`src/rtl/bd_tx_fifo.sv`:
```
// Buffered FPGA->BD transmit link: DEPTH-entry FIFO drained one word per cycle while the
// synchronised BD ready is high, with occupancy status and a wrapping sent-word counter.
module bd_tx_fifo #(
    parameter int unsigned NUM_BITS    = 21,
    parameter int unsigned DEPTH       = 16,
    parameter int unsigned SYNC_STAGES = 2,
    parameter int unsigned AFULL_LEVEL = 12,
    parameter int unsigned CNT_BITS    = 32
) (
    input  logic                      clk,
    input  logic                      reset,
    input  logic                      in_valid,
    input  logic [NUM_BITS-1:0]       in_data,
    output logic                      in_ack,
    output logic                      valid,
    output logic [NUM_BITS-1:0]       data,
    input  logic                      ready,
    output logic [$clog2(DEPTH):0]    count,
    output logic                      full,
    output logic                      empty,
    output logic                      almost_full,
    output logic [CNT_BITS-1:0]       sent_count
);

    localparam int unsigned AW = $clog2(DEPTH);
    localparam int unsigned CW = AW + 1;

    logic [SYNC_STAGES-1:0] sync_q;
    logic                   ready_s;

    logic [NUM_BITS-1:0]    mem [DEPTH];

    logic [AW-1:0]          wptr_q, wptr_d;
    logic [AW-1:0]          rptr_q, rptr_d;
    logic [CW-1:0]          count_q, count_d;
    logic                   valid_q, valid_d;
    logic [NUM_BITS-1:0]    data_q, data_d;
    logic [CNT_BITS-1:0]    sent_q, sent_d;

    logic                   full_c;
    logic                   empty_c;
    logic                   write_c;
    logic                   pop_c;

    // BD ready crosses into clk through a plain flop chain; only the last stage is used.
    always_ff @(posedge clk or negedge reset) begin
        if (!reset) begin
            sync_q <= '0;
        end else begin
            sync_q <= {sync_q[SYNC_STAGES-2:0], ready};
        end
    end

    assign ready_s = sync_q[SYNC_STAGES-1];

    // Status comes from the registered occupancy, never from pointer comparison.
    assign full_c  = (count_q == CW'(DEPTH));
    assign empty_c = (count_q == '0);

    // Nothing is accepted while reset is held, so a producer never loses a word to reset.
    assign write_c = in_valid & ~full_c & reset;
    assign pop_c   = ready_s & ~empty_c;

    always_comb begin
        wptr_d  = wptr_q;
        rptr_d  = rptr_q;
        count_d = count_q;
        valid_d = 1'b0;
        data_d  = data_q;
        sent_d  = sent_q;

        if (write_c) begin
            wptr_d = wptr_q + AW'(1);
        end

        if (pop_c) begin
            rptr_d  = rptr_q + AW'(1);
            valid_d = 1'b1;
            data_d  = mem[rptr_q];
            sent_d  = sent_q + CNT_BITS'(1);
        end

        case ({write_c, pop_c})
            2'b10:   count_d = count_q + CW'(1);
            2'b01:   count_d = count_q - CW'(1);
            default: count_d = count_q;
        endcase
    end

    always_ff @(posedge clk or negedge reset) begin
        if (!reset) begin
            wptr_q  <= '0;
            rptr_q  <= '0;
            count_q <= '0;
            valid_q <= 1'b0;
            data_q  <= '0;
            sent_q  <= '0;
        end else begin
            wptr_q  <= wptr_d;
            rptr_q  <= rptr_d;
            count_q <= count_d;
            valid_q <= valid_d;
            data_q  <= data_d;
            sent_q  <= sent_d;
        end
    end

    // Storage array carries no reset; stale contents are unreachable once pointers clear.
    always_ff @(posedge clk) begin
        if (write_c) begin
            mem[wptr_q] <= in_data;
        end
    end

    assign in_ack      = write_c;
    assign valid       = valid_q;
    assign data        = data_q;
    assign count       = count_q;
    assign full        = full_c;
    assign empty       = empty_c;
    assign almost_full = (count_q >= CW'(AFULL_LEVEL));
    assign sent_count  = sent_q;

endmodule

```
`config.mk`:
```
export PLATFORM = sky130hd
export DESIGN_NAME = bd_tx_fifo
export DESIGN_NICKNAME = d
export VERILOG_FILES = /design/src/rtl/bd_tx_fifo.sv
export SDC_FILE = /design/constraint.sdc
export NUM_CORES = 1
export LEC_CHECK = 0
export BUFFER_PORTS_ARGS = -buffer_cell sky130_fd_sc_hd__buf_4
export CELL_PAD_IN_SITES_DETAIL_PLACEMENT = 1
export CELL_PAD_IN_SITES_GLOBAL_PLACEMENT = 2
export CORE_MARGIN = 5
export CORE_UTILIZATION = 50
export CTS_BUF_LIST = sky130_fd_sc_hd__clkbuf_8
export CTS_CLUSTER_SIZE = 20
export DETAILED_ROUTE_END_ITERATION = 12
export HOLD_SLACK_MARGIN = 0.03
export PLACE_DENSITY_LB_ADDON = 0.1
export SETUP_SLACK_MARGIN = 0.02
export SYNTH_ARGS = -nofsm -noshare
export SYNTH_HDL_FRONTEND = slang
export SYNTH_SLANG_ARGS = --single-unit
```
`constraint.sdc`:
```
create_clock -name clk -period 7.4 [get_ports clk]
set_input_delay 0.74 -clock clk [delete_from_list [all_inputs] [get_ports clk]]
set_output_delay 0.74 -clock clk [all_outputs]
set_load 0.005 [all_outputs]
```
== Word-level counts from Yosys, hierarchy flattened ==
Memory sizes are Yosys's and may differ from the RTL's. A register that Yosys moved wholly into a read port is not among the register bits.
Cells that the tools add are included.

* Register bits after elaboration: 48
* Memory bits (writable): 336
* Bits of input ports: 25
* Output and inout port bits: 63
* Logic and storage cells: 28
* Memories: 1

{| class="wikitable"
|+ Memory list
! memory !! words !! width !! read ports !! clocked after memory_dff !! wr ports !! line !! text
|-
| mem || 16 || 21 || 1 || 1 || 1 || 31 || <nowiki>logic [NUM_BITS-1:0] mem [DEPTH];</nowiki>
|}

* Add/sub/neg operators: 5
* Order comparisons: 1
* Equal/unequal tests: 3
* Muxes and demuxes: 4
* Bitwise operators: 5
* Reductions and logical operators: 3

{| class="wikitable"
|+ Operators by type and width
! cell !! count
|-
| 32-bit by 1-bit adder with 32-bit output (second input constant) || 1
|-
| 5-bit one-hot mux with 2 select lines || 1
|-
| 4-bit by 1-bit adder with 4-bit output (second input constant) || 2
|-
| 5-bit by 1-bit adder with 5-bit output (second input constant) || 1
|-
| 5-bit == test (second input constant) || 1
|-
| 5-bit by 4-bit greater-or-equal comparator with 1-bit output (second input constant) || 1
|-
| 5-bit zero test || 1
|-
| 5-bit by 1-bit subtractor with 5-bit output (second input constant) || 1
|-
| 1-bit bitwise AND || 3
|-
| 1-bit 2-to-1 mux || 3
|-
| 2-bit by 1-bit == test with 1-bit output (second input constant) || 1
|-
| 2-bit == test (second input constant) || 1
|-
| 1-bit inverter || 2
|-
| 2-bit nonzero test || 1
|-
| 1-bit zero test || 1
|}

== Longest topological paths before layout ==
* Depth after elaboration: 6
* Depth in mapped cells: 13
* Mapped depth without buffers: 12

== Worst setup path before layout ==
OpenSTA, ideal clock, no wires.

* Kind: in2reg
* From: input reset
* To: memory mem[3][0] (enable)
* Setup time: 425 ps
* Arrival: 2,834 ps
* Required time: 6,975 ps
* Slack: 4,140 ps
* Cell stages on the path: 4
* Path buffers: 1
* Cell sequence: and3_1 > clkbuf_1 > nand2_1 > nor3_1

* Cells in the longest elaborated chain, start to end: 3

{| class="wikitable"
|+ Ends and longest elaborated chain
! element !! line !! text
|-
| start, declared || 11 || <nowiki>input logic reset,</nowiki>
|-
| 1-bit bitwise AND || 61 || <nowiki>assign write_c = in_valid & ~full_c & reset;</nowiki>
|-
| via in_ack || 14 || <nowiki>output logic in_ack,</nowiki>
|-
| 1-bit 2-to-1 mux || 110 || <nowiki>if (write_c) begin</nowiki>
|-
| 1-bit 2-to-1 mux (not written as such) || 111 || <nowiki>mem[wptr_q] <= in_data;</nowiki>
|-
| end, declared || 31 ||
|}

The timed path passes the listed nets, and every way through them passes these cells.

== Worst setup path in the final report ==
* From: register count_q[0], in the netlist count[0]
* To: register count_q[4], in the netlist count[4]

* Cells in the longest elaborated chain, start to end: 6
* Elaborated cells on any way between the ends: 13
* Classes of those cells: add/sub: 2; eq/ne: 3; mux: 1; bitwise: 5; reduce/logical: 2

{| class="wikitable"
|+ Ends and longest elaborated chain
! element !! line !! text
|-
| start, declared || 35 || <nowiki>logic [CW-1:0] count_q, count_d;</nowiki>
|-
| start signal, assigned || 101 || <nowiki>count_q <= count_d;</nowiki>
|-
| 5-bit == test || 57 || <nowiki>assign full_c = (count_q == CW'(DEPTH));</nowiki>
|-
| 1-bit inverter || 61 ||
|-
| 1-bit bitwise AND (2 in a row) || 61 ||
|-
| 2-bit by 1-bit == test with 1-bit output / 2-bit == test (equally long branches) || 83 || <nowiki>case ({write_c, pop_c})</nowiki>
|-
| 5-bit one-hot mux with 2 select lines / 2-bit nonzero test (equally long branches) || -- ||
|}

Parallel ways exist; a longest one is shown, timed or not.
A chain may end at the register's enable or synchronous reset.

==> impl.org <==
** Yosys
- The top cell type by area accounts for 64.6% of the synthesized area.
- After synthesis the cells add up to 15600 um^2.
- Most used standard cell by instance count after synthesis :: sky130_fd_sc_hd__edfxtp_1
- Ranking of synthesized cells by area :: sky130_fd_sc_hd__edfxtp_1, sky130_fd_sc_hd__mux4_2, sky130_fd_sc_hd__dfrtp_1, sky130_fd_sc_hd__xnor2_1, sky130_fd_sc_hd__o22ai_1
- In this run the mean area of a mapped cell was 20.0 um^2.
- Count of cell types in the netlist :: 40
- The synthesized design contains between 400 and 500 register bits.
- Share of flip-flops with an asynchronous set or reset :: between 10% and 20%
- Yosys printed 0 warnings.
- Post-synth top area cell :: sky130_fd_sc_hd__edfxtp_1
- Number of enable flip-flop cells after synthesis :: around 340
- Most instantiated flip-flop cell in the synthesis netlist :: sky130_fd_sc_hd__edfxtp_1
- The commonest cells after synthesis are sky130_fd_sc_hd__edfxtp_1, sky130_fd_sc_hd__mux4_2, sky130_fd_sc_hd__dfrtp_1.
- Portion of the post-synthesis area used by sequential elements :: 75.6%
- Post-synthesis net count :: 819
- Number of cells produced by synthesis :: slightly below 800

** Clock network
- The clock passes through at most 3 buffers.
- The number of hold buffers added after CTS was 0.
- Total clock buffers created by CTS :: 68
- CTS clk-pin slew, worst paths :: 0.06 ns
- The H-tree generated during clock tree synthesis spans 3 levels.
- Clock latency reported for the late side of the worst-skew pair :: 0.58 ns
- Clock root buffer master :: sky130_fd_sc_hd__clkbuf_8
- Post-CTS Setup Bufs :: 0
- TritonCTS built the clock tree.
- The number of gates resized after CTS was 0.
- The tree built by TritonCTS fans out to 405 sinks.

** Place
- After detailed placement, the design holds a cell count of 1242.
- Number of I/O port buffers :: 87
- The HPWL after detailed placement is 20400 um.
- Placement Setup Slack :: 3.38 ns
- Routability congestion estimate from global placement :: 0.765
- Cell area after placement :: 16700 um^2

** Route
- Using the TritonRoute via totals, the vias-per-cell ratio works out to about 5.8.
- Wire length per cell :: between 20 and 30 um
- Overall via count from detail_route :: a little under 8000
- DRC Markers :: 0
- The detailed router finished its first iteration with 540 violations.
- Number of detailed-routing iterations run before antenna repair :: 5
- The detail route stage leaves a number of antenna-violating nets equal to 0.
- The routed design has 34700 um of wire.

** Timing
- Once routing completed, OpenROAD measured the worst setup slack at ~3.8 ns.
- Worst Max-Slew Pin Slew :: approximately 1.4 ns
- Worst-case clock skew :: 0.0250 ns
- Derived from the worst setup path, the maximum achievable clock frequency is 0.277 GHz.
- Summed over all failing endpoints, the final setup total negative slack is 0 ns.
- Final slew viol count :: 0
- Setup repair after global routing missed its margin :: no
- Final clock period utilization by the worst path :: 48.7%
- Subtracting the final worst setup slack from the clock period gives 3.61 ns.
- Hold Violations, Final :: 0
- Setup violations remaining at the end of the flow were counted as 0.
- Max transition margin :: 8.90%
- Worst hold-check slack :: 0.285 ns

** Layout
- The final layout contains roughly 950 nets.
- After the flow finishes, the layout carries non-filler instances totaling about 1400.
- Measured on the finished design, the core utilization comes to 58.6%.
- The number of antenna diodes in the final layout is 0.
- In the final layout, the multi-input gates occupy 3620 um^2.
- Final instance area :: ~18000 um^2
- In the final layout, flip-flops and latches occupy between 10000 and 15000 um^2.
- Share of post-route cells with drive strength above 1 :: about a third
- Filler Cell Count :: 2728
- From synthesis to final layout, the design area changed by 15.3%.

** Power and ir drop
- Total power of the final layout :: 6.40 mW
- Across the VDD grid, the largest voltage drop is 216 uV.
- Total power per unit cell area :: roughly 350 nW/um^2
- Summed over all cells, the static leakage comes to 6.26 nW.

** Outcome
- The flow ran to the end, and the final reports show no timing, DRC or antenna violations.

** Floorplan
- The die covers 34900 um^2.
- The die is around 190 um wide.
- Starting utilization of the core area :: roughly half
- Cell Rows :: 64
- Number of top-level design ports :: 88
- Floorplan core area :: 30700 um^2
- Measured along the y axis, the die boundary spans 187 um.

** GRT
- Antenna violations before repair :: 0
- In the global route stage, overall resource usage came out at 20.1%.
- First-pass GRT wire length :: 53800 um
- Pin count of the biggest net entering global routing :: 71
- Grt total ovfl :: 0
- Vias in the first global route :: 8758

** Critical path
- STA classifies the critical path endpoint as a flop.
- At the worst endpoint, the required time is 7.84 ns.
- Data arrives at the worst endpoint at 4.05 ns.
- Type of origin of the critical path :: flop
- Type of the worst setup path :: flop to flop
- Largest fanout on the critical path :: 51

** Min path
- The min-delay analysis places its worst path in the category input pin to flop.

** Flow run
- Max-cap violations in this run came to 0.
==> critical path: stages, from the launching register on <==
cell and delay, ns:
sky130_fd_sc_hd__dfrtp_1 0.45, sky130_fd_sc_hd__or4_4 0.57, sky130_fd_sc_hd__o21ai_4 0.36, sky130_fd_sc_hd__inv_4 0.32, sky130_fd_sc_hd__ha_1 0.36, sky130_fd_sc_hd__ha_1 0.34
sky130_fd_sc_hd__nor2b_1 0.14, sky130_fd_sc_hd__o21ai_0 0.24, sky130_fd_sc_hd__a21oi_1 0.10, sky130_fd_sc_hd__or3b_2 0.46, sky130_fd_sc_hd__xnor2_1 0.13
==> state kept, by name (all words and copies together) (netlist names) <==
register and flops:
count 5, sent_count 32, valid 1, sync_q 2, mem 336, data 21, rptr_q 4, wptr_q 4
==> where the power goes <==
part	internal (mW)	total [mW]	switching, mW
registers	2.68	2.93	0.245
logic	0.804	1.59	0.789
clock network	1.00	1.88	0.876
==> logic make-up after synthesis <==
family          count (synthesis)  share of synthesized area [%]
simple gates                   99                           3.27
buf+inv                        50                           1.52
mux                           106                           13.7
fa+ha+maj                      11                          0.929
xor+xnor                       41                           2.30
compound gates                 71                           2.70
flops                         405                           75.6
==> cell usage in the layout (no fill, tap or decap), types with 2 or more instances in the layout <==
cell type / count
sky130_fd_sc_hd__nand3_1: 14
sky130_fd_sc_hd__edfxtp_1: 336
sky130_fd_sc_hd__clkinv_2: 8
sky130_fd_sc_hd__inv_6: 3
sky130_fd_sc_hd__mux2_2: 21
sky130_fd_sc_hd__and3_1: 5
sky130_fd_sc_hd__clkinvlp_4: 2
sky130_fd_sc_hd__inv_1: 34
sky130_fd_sc_hd__nand2_1: 27
sky130_fd_sc_hd__bufinv_16: 3
sky130_fd_sc_hd__nand2b_1: 3
sky130_fd_sc_hd__clkinv_1: 13
sky130_fd_sc_hd__and4_1: 2
sky130_fd_sc_hd__xnor2_1: 32
sky130_fd_sc_hd__o22ai_1: 42
sky130_fd_sc_hd__o21ai_0: 4
sky130_fd_sc_hd__ha_1: 10
sky130_fd_sc_hd__xor2_1: 9
sky130_fd_sc_hd__clkbuf_8: 71
sky130_fd_sc_hd__mux4_2: 84
sky130_fd_sc_hd__buf_4: 100
sky130_fd_sc_hd__dfrtp_4: 2
sky130_fd_sc_hd__nor2_2: 13
sky130_fd_sc_hd__nor2_1: 8
sky130_fd_sc_hd__a21oi_1: 23
sky130_fd_sc_hd__nand4_1: 10
sky130_fd_sc_hd__dfrtp_1: 67
sky130_fd_sc_hd__nor3_2: 7
==> final cells by class <==
type,instances,share of cell area [%]
Sequential cell,405,65.6
Multi-Input combinational cell,328,20.1
Clock buffer,71,5.42
Timing Repair Buffer,100,4.16
Tap cell,396,2.75
Clock inverter,51,1.68
Inverter,13,0.285
==> routing by layer <==
layer | vias up | wire, um | global-route usage, %
met2 | 237 | 16800 | 32.5
met1 | 4183 | 15300 | 28.5
met5 | - | 0 | 0
met3 | 51 | 2040 | 4.48
met4 | 0 | 510 | 4.89
li1 | 3428 | - | -
==> final timing paths <==
path                                 startpoint               endpoint  slack (ns)  cells after the start
setup / recovery           count[0]$_DFFE_PN0P_   count[4]$_DFFE_PN0P_        3.79                     10
setup reg to reg           count[0]$_DFFE_PN0P_   count[4]$_DFFE_PN0P_        3.79                     10
min in group asynchronous                 reset   count[4]$_DFFE_PN0P_        0.33                      1
max in group asynchronous                 reset  rptr_q[3]$_DFFE_PN0P_        6.34                      1
hold reg to reg             sync_q[0]$_DFF_PN0_    sync_q[1]$_DFF_PN0_        0.35                      0
hold / removal                            ready    sync_q[0]$_DFF_PN0_        0.29                      1
Power figures use the tool's default switching activity.
